==> src/rtl/cpu_pkg.sv <==
// Shared CPU definitions: memory-op encodings, mem_stage FSM states,
// CPSR bit positions and a small op-decoding helper.
package cpu_pkg;

    localparam logic [1:0] MEM_NONE  = 2'b00;
    localparam logic [1:0] MEM_LOAD  = 2'b01;
    localparam logic [1:0] MEM_STORE = 2'b10;

    localparam int CPSR_N = 3;
    localparam int CPSR_C = 2;
    localparam int CPSR_Z = 1;
    localparam int CPSR_V = 0;

    typedef enum logic [1:0] {
        ST_IDLE   = 2'd0,
        ST_ACCESS = 2'd1,
        ST_WB     = 2'd2
    } state_t;

    // The reserved encoding 2'b11 is deliberately not a memory op.
    function automatic logic is_mem_op(logic [1:0] op);
        return (op == MEM_LOAD) || (op == MEM_STORE);
    endfunction

endpackage

==> src/rtl/mem_stage_if.sv <==
// Bundle of execute-side, data-memory and write-back signals of mem_stage.
// slave: the memory stage itself; master: its surroundings.
interface mem_stage_if;

    logic        ex_valid;
    logic        ex_ready;
    logic [32:0] ex_result;
    logic        ex_w_enable;
    logic [2:0]  ex_dest_reg;
    logic [1:0]  ex_mem_op;
    logic [31:0] ex_store_data;
    logic        ex_set_flags;
    logic [3:0]  ex_flags;

    logic        dmem_req;
    logic        dmem_we;
    logic [31:0] dmem_addr;
    logic [31:0] dmem_wdata;
    logic        dmem_ack;
    logic [31:0] dmem_rdata;

    logic        wb_valid;
    logic        wb_w_enable;
    logic [2:0]  wb_dest_reg;
    logic [31:0] wb_data;

    logic [3:0]  cpsr;
    logic        mem_fault;

    modport slave (
        input  ex_valid, ex_result, ex_w_enable, ex_dest_reg, ex_mem_op,
               ex_store_data, ex_set_flags, ex_flags, dmem_ack, dmem_rdata,
        output ex_ready, dmem_req, dmem_we, dmem_addr, dmem_wdata,
               wb_valid, wb_w_enable, wb_dest_reg, wb_data, cpsr, mem_fault
    );

    modport master (
        output ex_valid, ex_result, ex_w_enable, ex_dest_reg, ex_mem_op,
               ex_store_data, ex_set_flags, ex_flags, dmem_ack, dmem_rdata,
        input  ex_ready, dmem_req, dmem_we, dmem_addr, dmem_wdata,
               wb_valid, wb_w_enable, wb_dest_reg, wb_data, cpsr, mem_fault
    );

endinterface

==> src/rtl/mem_timeout_ctr.sv <==
// Request-cycle counter for the data-memory timeout. hit is high during the
// LIMIT-th enabled cycle since the last clear.
module mem_timeout_ctr #(
    parameter int LIMIT = 16
) (
    input  logic clk,
    input  logic rst,
    input  logic clr,
    input  logic en,
    output logic hit
);

    localparam int W = $clog2(LIMIT + 1);

    logic [W-1:0] cnt;

    assign hit = en && (cnt == W'(LIMIT - 1));

    // Count enabled cycles; hold at the limit so the counter never wraps.
    always_ff @(posedge clk) begin
        if (rst || clr) begin
            cnt <= '0;
        end else if (en && !hit) begin
            cnt <= cnt + 1'b1;
        end
    end

endmodule

==> src/rtl/mem_stage.sv <==
// Memory-access pipeline stage: optional word load/store, write-back record,
// CPSR ownership. Define MEM_TIMEOUT_EN to abort requests that stay
// unacknowledged for TIMEOUT_CYCLES cycles and raise the sticky mem_fault.
//
// state     | meaning
// ----------+-----------------------------------------------------------
// ST_IDLE   | ready to accept an instruction from execute
// ST_ACCESS | dmem request outstanding, waiting for ack (or timeout)
// ST_WB     | write-back record presented for exactly one cycle
module mem_stage #(
    parameter int TIMEOUT_CYCLES = 16
) (
    input  logic         clk,
    input  logic         rst,
    mem_stage_if.slave   bus
);

    import cpu_pkg::*;

    state_t     state;
    logic [1:0] cap_op;
    logic [2:0] cap_dest;
    logic       accept;
    logic       timeout_hit;
    logic       carry_unused;

    assign accept       = bus.ex_valid && bus.ex_ready;
    assign carry_unused = bus.ex_result[32];

`ifdef MEM_TIMEOUT_EN
    mem_timeout_ctr #(
        .LIMIT (TIMEOUT_CYCLES)
    ) u_timeout (
        .clk (clk),
        .rst (rst),
        .clr (accept),
        .en  (state == ST_ACCESS),
        .hit (timeout_hit)
    );
`else
    localparam int timeout_unused = TIMEOUT_CYCLES;
    assign timeout_hit = 1'b0;
`endif

    // Stage FSM with all outputs registered.
    always_ff @(posedge clk) begin
        if (rst) begin
            state           <= ST_IDLE;
            cap_op          <= MEM_NONE;
            cap_dest        <= '0;
            bus.ex_ready    <= 1'b1;
            bus.dmem_req    <= 1'b0;
            bus.dmem_we     <= 1'b0;
            bus.dmem_addr   <= '0;
            bus.dmem_wdata  <= '0;
            bus.wb_valid    <= 1'b0;
            bus.wb_w_enable <= 1'b0;
            bus.wb_dest_reg <= '0;
            bus.wb_data     <= '0;
            bus.cpsr        <= '0;
            bus.mem_fault   <= 1'b0;
        end else begin
            case (state)
                ST_IDLE: begin
                    if (accept) begin
                        bus.ex_ready <= 1'b0;
                        cap_op       <= bus.ex_mem_op;
                        cap_dest     <= bus.ex_dest_reg;
                        if (bus.ex_set_flags) begin
                            bus.cpsr[CPSR_N] <= bus.ex_flags[CPSR_N];
                            bus.cpsr[CPSR_C] <= bus.ex_flags[CPSR_C];
                            bus.cpsr[CPSR_Z] <= bus.ex_flags[CPSR_Z];
                            bus.cpsr[CPSR_V] <= bus.ex_flags[CPSR_V];
                        end
                        if (is_mem_op(bus.ex_mem_op)) begin
                            state          <= ST_ACCESS;
                            bus.dmem_req   <= 1'b1;
                            bus.dmem_we    <= (bus.ex_mem_op == MEM_STORE);
                            bus.dmem_addr  <= bus.ex_result[31:0];
                            bus.dmem_wdata <= bus.ex_store_data;
                        end else begin
                            state           <= ST_WB;
                            bus.wb_valid    <= 1'b1;
                            bus.wb_w_enable <= bus.ex_w_enable;
                            bus.wb_dest_reg <= bus.ex_dest_reg;
                            bus.wb_data     <= bus.ex_result[31:0];
                        end
                    end
                end

                ST_ACCESS: begin
                    // An ack on the limit cycle takes priority over the timeout.
                    if (bus.dmem_ack || timeout_hit) begin
                        state           <= ST_WB;
                        bus.dmem_req    <= 1'b0;
                        bus.dmem_we     <= 1'b0;
                        bus.dmem_addr   <= '0;
                        bus.dmem_wdata  <= '0;
                        bus.wb_valid    <= 1'b1;
                        bus.wb_dest_reg <= cap_dest;
                        if (bus.dmem_ack && (cap_op == MEM_LOAD)) begin
                            bus.wb_w_enable <= 1'b1;
                            bus.wb_data     <= bus.dmem_rdata;
                        end else begin
                            bus.wb_w_enable <= 1'b0;
                            bus.wb_data     <= '0;
                        end
                        if (!bus.dmem_ack) begin
                            bus.mem_fault <= 1'b1;
                        end
                    end
                end

                ST_WB: begin
                    state           <= ST_IDLE;
                    bus.ex_ready    <= 1'b1;
                    bus.wb_valid    <= 1'b0;
                    bus.wb_w_enable <= 1'b0;
                    bus.wb_dest_reg <= '0;
                    bus.wb_data     <= '0;
                end

                default: begin
                    state        <= ST_IDLE;
                    bus.ex_ready <= 1'b1;
                end
            endcase
        end
    end

endmodule

==> src/flat_wrapper.sv <==
// flat-port wrapper written by rule: the top's interface ports become plain ports
module mem_stage_flat import cpu_pkg::*;
#(
    parameter int TIMEOUT_CYCLES = 16
)
  (clk, rst, bus_ex_valid, bus_ex_result, bus_ex_w_enable, bus_ex_dest_reg, bus_ex_mem_op, bus_ex_store_data, bus_ex_set_flags, bus_ex_flags, bus_dmem_ack, bus_dmem_rdata, bus_ex_ready, bus_dmem_req, bus_dmem_we, bus_dmem_addr, bus_dmem_wdata, bus_wb_valid, bus_wb_w_enable, bus_wb_dest_reg, bus_wb_data, bus_cpsr, bus_mem_fault);
  mem_stage_if bus_i ();
  input  logic clk;
  input  logic rst;
  input wire logic [$bits(bus_i.ex_valid)-1:0] bus_ex_valid;
  input wire logic [$bits(bus_i.ex_result)-1:0] bus_ex_result;
  input wire logic [$bits(bus_i.ex_w_enable)-1:0] bus_ex_w_enable;
  input wire logic [$bits(bus_i.ex_dest_reg)-1:0] bus_ex_dest_reg;
  input wire logic [$bits(bus_i.ex_mem_op)-1:0] bus_ex_mem_op;
  input wire logic [$bits(bus_i.ex_store_data)-1:0] bus_ex_store_data;
  input wire logic [$bits(bus_i.ex_set_flags)-1:0] bus_ex_set_flags;
  input wire logic [$bits(bus_i.ex_flags)-1:0] bus_ex_flags;
  input wire logic [$bits(bus_i.dmem_ack)-1:0] bus_dmem_ack;
  input wire logic [$bits(bus_i.dmem_rdata)-1:0] bus_dmem_rdata;
  output wire logic [$bits(bus_i.ex_ready)-1:0] bus_ex_ready;
  output wire logic [$bits(bus_i.dmem_req)-1:0] bus_dmem_req;
  output wire logic [$bits(bus_i.dmem_we)-1:0] bus_dmem_we;
  output wire logic [$bits(bus_i.dmem_addr)-1:0] bus_dmem_addr;
  output wire logic [$bits(bus_i.dmem_wdata)-1:0] bus_dmem_wdata;
  output wire logic [$bits(bus_i.wb_valid)-1:0] bus_wb_valid;
  output wire logic [$bits(bus_i.wb_w_enable)-1:0] bus_wb_w_enable;
  output wire logic [$bits(bus_i.wb_dest_reg)-1:0] bus_wb_dest_reg;
  output wire logic [$bits(bus_i.wb_data)-1:0] bus_wb_data;
  output wire logic [$bits(bus_i.cpsr)-1:0] bus_cpsr;
  output wire logic [$bits(bus_i.mem_fault)-1:0] bus_mem_fault;
  assign bus_i.ex_valid = bus_ex_valid;
  assign bus_i.ex_result = bus_ex_result;
  assign bus_i.ex_w_enable = bus_ex_w_enable;
  assign bus_i.ex_dest_reg = bus_ex_dest_reg;
  assign bus_i.ex_mem_op = bus_ex_mem_op;
  assign bus_i.ex_store_data = bus_ex_store_data;
  assign bus_i.ex_set_flags = bus_ex_set_flags;
  assign bus_i.ex_flags = bus_ex_flags;
  assign bus_i.dmem_ack = bus_dmem_ack;
  assign bus_i.dmem_rdata = bus_dmem_rdata;
  assign bus_ex_ready = bus_i.ex_ready;
  assign bus_dmem_req = bus_i.dmem_req;
  assign bus_dmem_we = bus_i.dmem_we;
  assign bus_dmem_addr = bus_i.dmem_addr;
  assign bus_dmem_wdata = bus_i.dmem_wdata;
  assign bus_wb_valid = bus_i.wb_valid;
  assign bus_wb_w_enable = bus_i.wb_w_enable;
  assign bus_wb_dest_reg = bus_i.wb_dest_reg;
  assign bus_wb_data = bus_i.wb_data;
  assign bus_cpsr = bus_i.cpsr;
  assign bus_mem_fault = bus_i.mem_fault;
  mem_stage #(.TIMEOUT_CYCLES(TIMEOUT_CYCLES)) u_core (.clk(clk), .rst(rst), .bus(bus_i));
endmodule
==> config.mk <==
export PLATFORM = sky130hd
export DESIGN_NAME = mem_stage_flat
export DESIGN_NICKNAME = d
export VERILOG_FILES = /design/src/rtl/cpu_pkg.sv /design/src/rtl/mem_stage_if.sv /design/src/rtl/mem_timeout_ctr.sv /design/src/rtl/mem_stage.sv /design/src/flat_wrapper.sv
export SDC_FILE = /design/constraint.sdc
export NUM_CORES = 1
export LEC_CHECK = 0
export CAP_MARGIN = 15
export CORE_MARGIN = 3
export CORE_UTILIZATION = 45
export CTS_CLUSTER_DIAMETER = 30
export DETAILED_ROUTE_END_ITERATION = 12
export DONT_BUFFER_PORTS = 1
export PLACE_DENSITY_LB_ADDON = 0.12
export SYNTH_ARGS = -nofsm -noshare
export SYNTH_HDL_FRONTEND = slang
export SYNTH_SLANG_ARGS = --single-unit
==> constraint.sdc <==
create_clock -name clk -period 2 [get_ports clk]
set_input_delay 0.4 -clock clk [delete_from_list [all_inputs] [get_ports clk]]
set_output_delay 0.4 -clock clk [all_outputs]
set_load 0.005 [all_outputs]
==> out/metrics.cfg, run 1 <==
[routing]
drtIter0Drc=278
vias_per_cell=6.15
ant_nets=0
routed_wirelength_um=15900
dr.pass1.iters=4
drc=0
wl_per_cell_um=22.4
vias=4376

[clock_network]
clk_latency_ns=0.42
clk_pin_slew_ns=0.05
cts.sinks=115
postCtsHoldBufs=0
clock-root-buffer=clkbuf_16
cts_buffers=17
htree_levels=4
cts_setup_buffers=0
cts_max_path_buffers=2
tritoncts=yes

[yosys]
yosysSeqAreaShare=0.424
syn_inst=576
yosysTopAreaCell=dfxtp_1
synth.area.top_cells=dfxtp_1, o32ai_2, a41oi_1
syn_nets=694
synth_warnings=0
synth.avg_cell_area_sq_um=9.42
netlist_area_sq_um=5430
synth_cell_types=35
synth.ff_latch_count=115
yosysTopAreaCellShare=0.424

[worst_setup_path]
reg2reg_to=u_core.bus.dmem_addr[22]
cp.arrival_ns=2.26
reg2reg_depth=6
crit_type=flip-flop to flip-flop
startpoint_type=flip-flop
endpoint_kind=flip-flop
rrSetupSlack_ns=0.04
crit_path_max_fanout=11
cp.required_ns=2.29
r2r-start=u_core.state[0]

[global_route]
grt_start_max_net_pins=116
grt_pass1_wl_um=23500
track_usage=0.224
grt_antenna_before_repair=0
first_global_vias=4414
overflow=0

[final_layout]
reg_top3=u_core.bus.dmem_addr x32, u_core.bus.dmem_wdata x32, u_core.bus.wb_data x32
final_cell_mix=dfxtp_1, inv_1, nand2_1, o32ai_2, a41oi_1
area_delta_synth_final_pct=15.8
antenna_cells=0
final_area_sq_um=6280
fillers=1089
layout_commonest_cell=dfxtp_1
drive_above_1_share=0.195
final_util=0.541
fin_nets=673

[power_and_ir_drop]
finalPower_mw=11.2
p_leak_nw=2.19
p_per_area_nw_per_um2=1780
irDropWorstVdd_mv=0.791

[floorplan]
rows=39
coreArea_sq_um=11600
start_util=0.467
die_area_sq_um=13400
io_pins=221
die_y_um=116
die_w_um=116

[placed_design]
port_buffers=0
dp_hpwl_um=10300
place_area_sq_um=5550
gp_congestion=0.784
place_ws_ns=0.0270

[worst_hold_path]
whs_endpoint=u_core.bus.wb_data[20]
hold_start=rst
hp-class=input port to flip-flop
hold_depth=1

[timing]
finalCritPeriodShare=0.982
final-setup-viol-count=0
clock.fmax_mhz=509
final.min_clock_period_ns=1.96
maxSlewViolCount=0
layout_setup_ws_ns=0.0359
finalHoldViolations=0
fin_worst_skew_ns=0.00461

[job]
maxCapViolations=0

[outcome]
status=finished clean

==> routing by layer <==
metal	track usage	up-vias	part of all wire
li1	-	2067	-
met1	0.265	2084	0.38
met2	0.349	191	0.49
met3	0.103	34	0.10
met4	0.103	0	0.028
met5	0	-	0
==> power by group <==
group	internal, mW	leakage (nW)	switching [mW]	total, mW
Clock	1.95	0.291	1.05	3.00
Combinational	1.99	0.958	2.47	4.47
Sequential	3.08	0.943	0.663	3.74
Total	7.02	2.19	4.19	11.2
==> worst max-delay path, stage by stage, from the launching register on <==
cell	delay, ns
dfxtp_2	0.35
inv_1	0.08
ha_1	0.22
a21boi_4	0.17
or4b_4	0.64
buf_16	0.21
o32ai_1	0.17
==> final cells by class <==
type	instances	area, sq um	area share
multi-input cells	323	2560	0.408
repair buffers	28	388	0.0617
inverters	70	263	0.0418
clock inverters	10	105	0.0167
clock buffers	22	484	0.0770
flip-flops and latches	115	2300	0.367
well taps	143	179	0.0285
==> cells by family (layout without fill, tap and decap cells) <==
logic type               Yosys count  after routing  share of synthesized area
multiplexers                      10             10                     0.0184
buffers and inverters            138            130                      0.111
other                              1              1                   0.000691
adder cells (fa/ha/maj)            6              6                     0.0138
AND/OR/NAND/NOR                  155            155                      0.138
flip-flops                       115            115                      0.424
AO/OA/AOI/OAI                    151            151                      0.294
==> cell usage after synthesis <==
cell type,count
a41oi_1,37
o41ai_1,1
nor2b_1,4
a21boi_2,1
nand3_1,33
conb_1,1
a31oi_1,3
buf_4,2
inv_1,70
a211oi_1,5
o32ai_1,25
and4_1,1
mux2i_1,10
a311oi_1,32
a21oi_1,3
ha_1,6
a21bo_2,1
or4b_1,1
o311ai_0,1
dfxtp_1,115
nand2_1,65
and2_1,1
nand4_1,1
buf_6,8
nand2b_1,34
buf_1,9
and4b_1,1
o21ai_0,2
clkbuf_1,35
nor2_1,10
or4_1,1
nor3_1,2
nor4_1,1
o32ai_2,40
buf_2,14
==> stage by stage <==
step	std cells	hold slack (ns)	setup TNS, ns
6_report	711	0.0628	0
5_1_grt	711	0.0336	-0.0575
4_1_cts	707	0.0464	0
3_5_place_dp	675	0.487	0
3_3_place_gp	675	0.473	0
2_1_floorplan	576	0.456	0
==> what timing repair did <==
item,in CTS,in global routing
hold endpoints to repair,0,0
cloned,0,4
gates resized for setup,0,10
pin swaps,1,1
setup endpoints to repair,12,65
==> worst max-delay path by stage <==
stage	slack (ns)	cells past startpoint	startpoint	endpoint
6_report	0.04	6	u_core.state[0]	u_core.bus.dmem_addr[22]
5_1_grt	-0.06	6	u_core.state[0]	u_core.bus.dmem_addr[22]
4_1_cts	0.009	7	u_core.state[0]	u_core.bus.dmem_addr[13]
3_5_place_dp	0.03	8	u_core.state[1]	u_core.bus.dmem_wdata[10]
3_3_place_gp	0.04	7	u_core.state[0]	u_core.bus.dmem_addr[20]
2_1_floorplan	0.15	8	u_core.state[1]	u_core.bus.dmem_addr[10]
(Power assumes the default switching activity.)
==> run 2, diff against run 1 <==
--- a/config.mk
+++ b/config.mk
@@ -8,6 +8,7 @@
 export CAP_MARGIN = 15
 export CORE_MARGIN = 3
 export CORE_UTILIZATION = 45
+export CTS_BUF_LIST = sky130_fd_sc_hd__clkbuf_2
 export CTS_CLUSTER_DIAMETER = 30
 export DETAILED_ROUTE_END_ITERATION = 12
 export DONT_BUFFER_PORTS = 1
==> run 2 against run 1 <==
  * The flow now finishes with violations (negative hold slack)
  * Largest cell class unchanged
  * Combinational power is 6.0% lower
  * Cell count up 0.14%
  * Largest power group unchanged
  * Utilization shrank 3.8 points
  * Critical path depth did not move
  * Highest routed layer unchanged
  * Wire length decreased by 4.4%
==> out/metrics.cfg, run 2 (synthesized netlist as in run 1, its figures left out) <==
[outcome]
status=finished with violations
failed_checks=negative hold slack

[worst_setup_path]
startpoint_type=flip-flop
rrSetupSlack_ns=0.15  ; +0.12 ns
crit_end=u_core.bus.dmem_wdata[10]
r2r-start=u_core.state[0]
reg2reg_to=u_core.bus.dmem_wdata[10]
crit_path_max_fanout=44  ; +33
reg2reg_depth=6  ; unchanged
cp.required_ns=2.57  ; +0.28 ns
startpoint=u_core.state[0]
cp.arrival_ns=2.42  ; +0.16 ns
endpoint_kind=flip-flop
crit_type=flip-flop to flip-flop

[power_and_ir_drop]
p_int_mw=5.43  ; -23%
irDropWorstVdd_mv=0.835  ; +5.5%
p_comb_frac=0.450  ; +0.051
p_switching_mw=3.91  ; -6.7%
p_leak_nw=2.01  ; -8.5%
p_per_area_nw_per_um2=1600  ; -10%
seq_power_share=0.399  ; +0.065
clkPwrFrac=0.151  ; -0.117
swShare=0.418  ; +0.0447

[final_layout]
final_area_sq_um=5840  ; -7.0%
area_delta_synth_final_pct=7.63
layout_commonest_cell=dfxtp_1
final_cells=712  ; +0.14%
fillers=1133  ; +4.0%
fin_nets=674  ; +0.15%
final_util=0.503  ; -0.0381
drive_above_1_share=0.183  ; -0.0126
antenna_cells=0  ; unchanged
final_cell_mix=dfxtp_1, inv_1, nand2_1, o32ai_2, a41oi_1
reg_top3=u_core.bus.dmem_addr x32, u_core.bus.dmem_wdata x32, u_core.bus.wb_data x32

[worst_hold_path]
hp-class=input port to flip-flop

[clock_network]
cts_setup_buffers=0  ; unchanged
cts.sinks=115  ; unchanged
tritoncts=yes
clock-root-buffer=clkbuf_2
clk_latency_ns=0.66  ; +0.24 ns
cts_buffers=17  ; unchanged
htree_levels=4  ; unchanged
cts_max_path_buffers=2  ; unchanged
clk_pin_slew_ns=0.17  ; +0.12 ns
postCtsHoldBufs=5  ; +5

[global_route]
overflow=0  ; unchanged
track_usage=0.221  ; -0.00287
grt_antenna_before_repair=0  ; unchanged
grt_pass1_wl_um=23300  ; -0.59%
grt_start_max_net_pins=116  ; unchanged
first_global_vias=4456  ; +0.95%

[timing]
clock.fmax_mhz=541  ; +6.3%
whs_ns=-0.209  ; -0.272 ns
finalCritPeriodShare=0.924  ; -0.0582
fin_worst_skew_ns=0.0171  ; +0.0125 ns
layout_setup_ws_ns=0.152  ; +0.116 ns
final-setup-viol-count=0  ; unchanged
rsz0062_at_grt=false
finalHoldViolations=109  ; +109
maxSlewViolCount=0  ; unchanged
final.min_clock_period_ns=1.85  ; -0.116 ns
tns_ns=0  ; unchanged

[job]
maxCapViolations=0  ; unchanged

[routing]
vias=4392  ; +0.37%
ant_nets=0  ; unchanged
drc=0  ; unchanged
dr.pass1.iters=4  ; unchanged
routed_wirelength_um=15200  ; -4.4%
drtIter0Drc=272  ; -2.2%
wl_per_cell_um=21.4  ; -4.6%
vias_per_cell=6.17  ; +0.22%

[floorplan]
die_area_sq_um=13400  ; unchanged
io_pins=221  ; unchanged
die_y_um=116  ; unchanged
die_w_um=116  ; unchanged
rows=39  ; unchanged
coreArea_sq_um=11600  ; unchanged
start_util=0.467  ; unchanged

[placed_design]
port_buffers=0  ; unchanged
place_area_sq_um=5550  ; unchanged
place_ws_ns=0.0270  ; unchanged
gp_congestion=0.784  ; unchanged
dp_hpwl_um=10300  ; unchanged
dp.cells=675  ; unchanged

-- run 2: cell types whose count changed in the layout (fill, tap and decap cells not counted), moves of 4 or more --
cell	delta
clkbuf_16	-21
clkbuf_2	+18
clkbuf_8	-4
clkinv_1	+4
dlygate4sd3_1	+5
-- run 2: cell type report --
class / count / area [sq um] / share of cell area
Timing Repair Buffer: 29 / 322 / 0.0550
Tap cell: 143 / 179 / 0.0306
Multi-Input combinational cell: 323 / 2560 / 0.439
Clock buffer: 18 / 90.1 / 0.0154
Clock inverter: 14 / 120 / 0.0206
Sequential cell: 115 / 2300 / 0.395
Inverter: 70 / 263 / 0.0450
-- run 2: power by group through the flow --
stage	Clock, mW	Combinational [mW]	Sequential [mW]
after floorplan	0	3.27	3.55
after global placement	0	4.02	3.78
after detailed placement	0	4.15	3.79
after CTS	1.48	4.20	3.74
after global routing	1.59	4.60	3.82
final	1.41	4.20	3.73
-- run 2: metal layers --
metal / up-vias / share of wire / GRT usage / wire length [um]
li1: 2069 / - / - / -
met5: - / 0 / 0 / 0
met3: 32 / 0.11 / 0.0977 / 1650
met2: 203 / 0.48 / 0.353 / 7240
met4: 0 / 0.028 / 0.0998 / 424
met1: 2088 / 0.39 / 0.257 / 5920
-- run 2: per-stage QoR --
stage                     hold slack [ns]  power [mW]
after floorplan                     0.456        6.81
after global placement              0.473        7.81
after detailed placement            0.487        7.94
after CTS                          -0.308        9.42
after global routing               -0.327        10.0
final                              -0.209        9.34
-- run 2: worst min path at each step --
stage / from / end / slack, ns / cells past startpoint
floorplan: u_core.cap_op[1] / u_core.cap_op[1] / 0.46 / 2
global placement: u_core.cap_op[1] / u_core.cap_op[1] / 0.47 / 2
detailed placement: u_core.cap_op[1] / u_core.cap_op[1] / 0.49 / 2
CTS: rst / u_core.bus.wb_data[20] / -0.31 / 1
global route: rst / u_core.bus.wb_data[20] / -0.33 / 1
finish: rst / u_core.bus.wb_data[12] / -0.21 / 1
-- run 2: repair_timing --
| action | CTS | global route |
|---|---|---|
| endpoints found under the setup margin | 19 | 65 |
| cloned | 0 | 0 |
| pin swaps | 0 | 1 |
| endpoints found under the hold margin | 114 | 109 |
| gates resized for setup | 1 | 6 |
-- run 2: critical path, cell delays in order (launching register included) --
cell and delay [ns]:
dfxtp_2 0.38, inv_1 0.07, ha_1 0.22, a21boi_4 0.17, or4b_4 0.55, buf_12 0.22, o32ai_2 0.12
==> run 3, diff against run 2 <==
--- a/config.mk
+++ b/config.mk
@@ -13,6 +13,7 @@
 export DETAILED_ROUTE_END_ITERATION = 12
 export DONT_BUFFER_PORTS = 1
 export PLACE_DENSITY_LB_ADDON = 0.12
+export SETUP_SLACK_MARGIN = 0.2
 export SYNTH_ARGS = -nofsm -noshare
 export SYNTH_HDL_FRONTEND = slang
 export SYNTH_SLANG_ARGS = --single-unit
==> run 3 against run 2 <==
  * The run still ends with negative hold slack left
  * First-iteration DRC count rose by 9.6%
  * Clock power barely moved
  * Sequential power is essentially flat
  * Global-route usage increased by 1.8 points
  * Combinational power increased by 34%
  * Non-clock buffer count grew 19
  * Sequential share of layout area is 3.7 points lower
  * Via count up 3.5%
  * Largest power group unchanged
==> out/metrics.cfg, run 3 (synthesized netlist as in run 1, its figures left out) <==
[outcome]
status=finished with violations
failed_checks=negative hold slack

[routing]
wl_per_cell_um=22.9  ; +6.9%
drc=0  ; unchanged
drtIter0Drc=298  ; +9.6%
dr.pass1.iters=4  ; unchanged
vias_per_cell=6.22  ; +0.77%
routed_wirelength_um=16700  ; +9.8%
ant_nets=0  ; unchanged
vias=4544  ; +3.5%

[final_layout]
final_util=0.555  ; +0.0525
reg_top3=u_core.bus.dmem_addr x32, u_core.bus.dmem_wdata x32, u_core.bus.wb_data x32
final_area_sq_um=6450  ; +10%
fin_nets=693  ; +2.8%
layout_commonest_cell=dfxtp_1
final_cell_mix=dfxtp_1, inv_1, nand2_1, o32ai_2, a41oi_1
area_delta_synth_final_pct=18.9
antenna_cells=0  ; unchanged
final_cells=731  ; +2.7%
drive_above_1_share=0.270  ; +0.0876

[placed_design]
place_ws_ns=-0.0246  ; -0.0516 ns
place_area_sq_um=5610  ; +1.1%
gp_congestion=0.746  ; -4.8%
dp.cells=680  ; +0.74%
port_buffers=0  ; unchanged
dp_hpwl_um=10700  ; +3.0%

[worst_setup_path]
crit_type=flip-flop to flip-flop
r2r-start=u_core.state[1]
cp.required_ns=2.59  ; +0.02 ns
startpoint=u_core.state[1]
cp.arrival_ns=2.42  ; about the same
critical_path.max_stage_delay_ns=0.56  ; about the same
startpoint_type=flip-flop
endpoint_kind=flip-flop
crit_buf_inv=2  ; unchanged
crit_path_max_fanout=8  ; -82%
crit_slowest_cell=or4b_4
critPathTopFamily=simple AND/OR/NAND/NOR gates
cp_cell_sequence=inv_4, ha_4, a21boi_4, or4b_4, bufbuf_16, o32ai_1

[clock_network]
clk_latency_ns=0.68  ; +0.02 ns
clk_pin_slew_ns=0.18  ; about the same
htree_levels=4  ; unchanged
cts.sinks=115  ; unchanged
cts_buffers=17  ; unchanged
tritoncts=yes
clock-root-buffer=clkbuf_2
cts_max_path_buffers=2  ; unchanged

[power_and_ir_drop]
p_int_mw=6.39  ; +18%
finalPower_mw=10.8  ; +16%
irDropWorstVdd_mv=0.659  ; -21%
swShare=0.409  ; -0.00959
p_per_area_nw_per_um2=1670  ; +4.8%
p_comb_frac=0.522  ; +0.072
clkPwrFrac=0.132  ; -0.019
p_leak_nw=2.25  ; +12%
p_switching_mw=4.41  ; +13%
seq_power_share=0.346  ; -0.053

[floorplan]
io_pins=221  ; unchanged
coreArea_sq_um=11600  ; unchanged
die_y_um=116  ; unchanged
start_util=0.467  ; unchanged
die_w_um=116  ; unchanged
rows=39  ; unchanged
die_area_sq_um=13400  ; unchanged

[worst_hold_path]
hold_start=rst
hp-class=input port to flip-flop

[timing]
finalCritPeriodShare=0.918  ; -0.00606
fin_worst_skew_ns=0.0252  ; +0.00812 ns
clock.fmax_mhz=545  ; +0.66%
maxSlewViolCount=0  ; unchanged
rsz0062_at_grt=true
final-setup-viol-count=0  ; unchanged
finalHoldViolations=114  ; +4.6%
layout_setup_ws_ns=0.164  ; +0.0121 ns
tns_ns=0  ; unchanged
final.min_clock_period_ns=1.84  ; -0.0121 ns
whs_ns=-0.205  ; +0.00433 ns

[job]
maxCapViolations=0  ; unchanged

[global_route]
grt_start_max_net_pins=116  ; unchanged
grt_pass1_wl_um=24600  ; +5.4%
grt_antenna_before_repair=0  ; unchanged
overflow=0  ; unchanged
track_usage=0.240  ; +0.0183
first_global_vias=4465  ; +0.20%

-- run 3: cell types whose count changed in the layout (fill, tap and decap cells not counted), moves of 3 or more --
cell,previous run,this run
inv_1,69,66
o32ai_1,25,8
a311oi_1,32,24
dlygate4sd3_1,5,0
a311oi_2,0,8
o32ai_2,40,55
buf_16,0,9
buf_6,1,6
buf_4,16,23
-- run 3: layout make-up --
cell class,count,area [sq um]
clock buffers,19,95.1
multi-input cells,323,2790
clock inverters,13,118
well taps,143,179
flip-flops and latches,115,2300
repair buffers,48,696
inverters,70,265
fillers,1062,5160
-- run 3: layer usage --
metal  part of all wire  vias to the layer above  GRT usage
met4              0.019                        0     0.0882
met3               0.10                       21     0.0961
li1                   -                     2112          -
met1               0.38                     2212      0.280
met5                  0                        -          0
met2               0.49                      199      0.397
-- run 3: path summary, 6_finish.rpt --
check | to | depth (start not counted) | slack [ns]
worst min register to register | u_core.cap_op[1] | 2 | 0.51
worst min-delay path | u_core.bus.wb_data[22] | 1 | -0.20
worst max-delay path | u_core.bus.dmem_addr[21] | 6 | 0.16
worst max register to register | u_core.bus.dmem_addr[21] | 6 | 0.16
-- run 3: worst register-to-register path, delay by kind of cell, from the launching register on --
family | cells | cell delay, ns
AOI/OAI and AO/OA | 2 | 0.24
adders and majority gates | 1 | 0.16
buffers and inverters | 2 | 0.38
DFF | 1 | 0.40
and+or+nand+nor | 1 | 0.56
-- run 3: power by group through the flow --
stage | sequential (mW) | clock (mW) | combinational, mW
5_1_grt | 3.82 | 1.58 | 6.07
4_1_cts | 3.75 | 1.48 | 5.26
2_1_floorplan | 3.55 | 0 | 3.31
3_5_place_dp | 3.79 | 0 | 4.29
6_report | 3.74 | 1.43 | 5.64
3_3_place_gp | 3.78 | 0 | 4.16
-- run 3: what timing repair did --
| item | CTS | global route |
|---|---|---|
| endpoints found under the setup margin | 103 | 86 |
| pin swaps | 2 | 3 |
| hold endpoints to repair | 114 | 114 |
| buffers inserted | 8 | 3 |
| gates cloned | 7 | 1 |
| resized for setup | 38 | 25 |
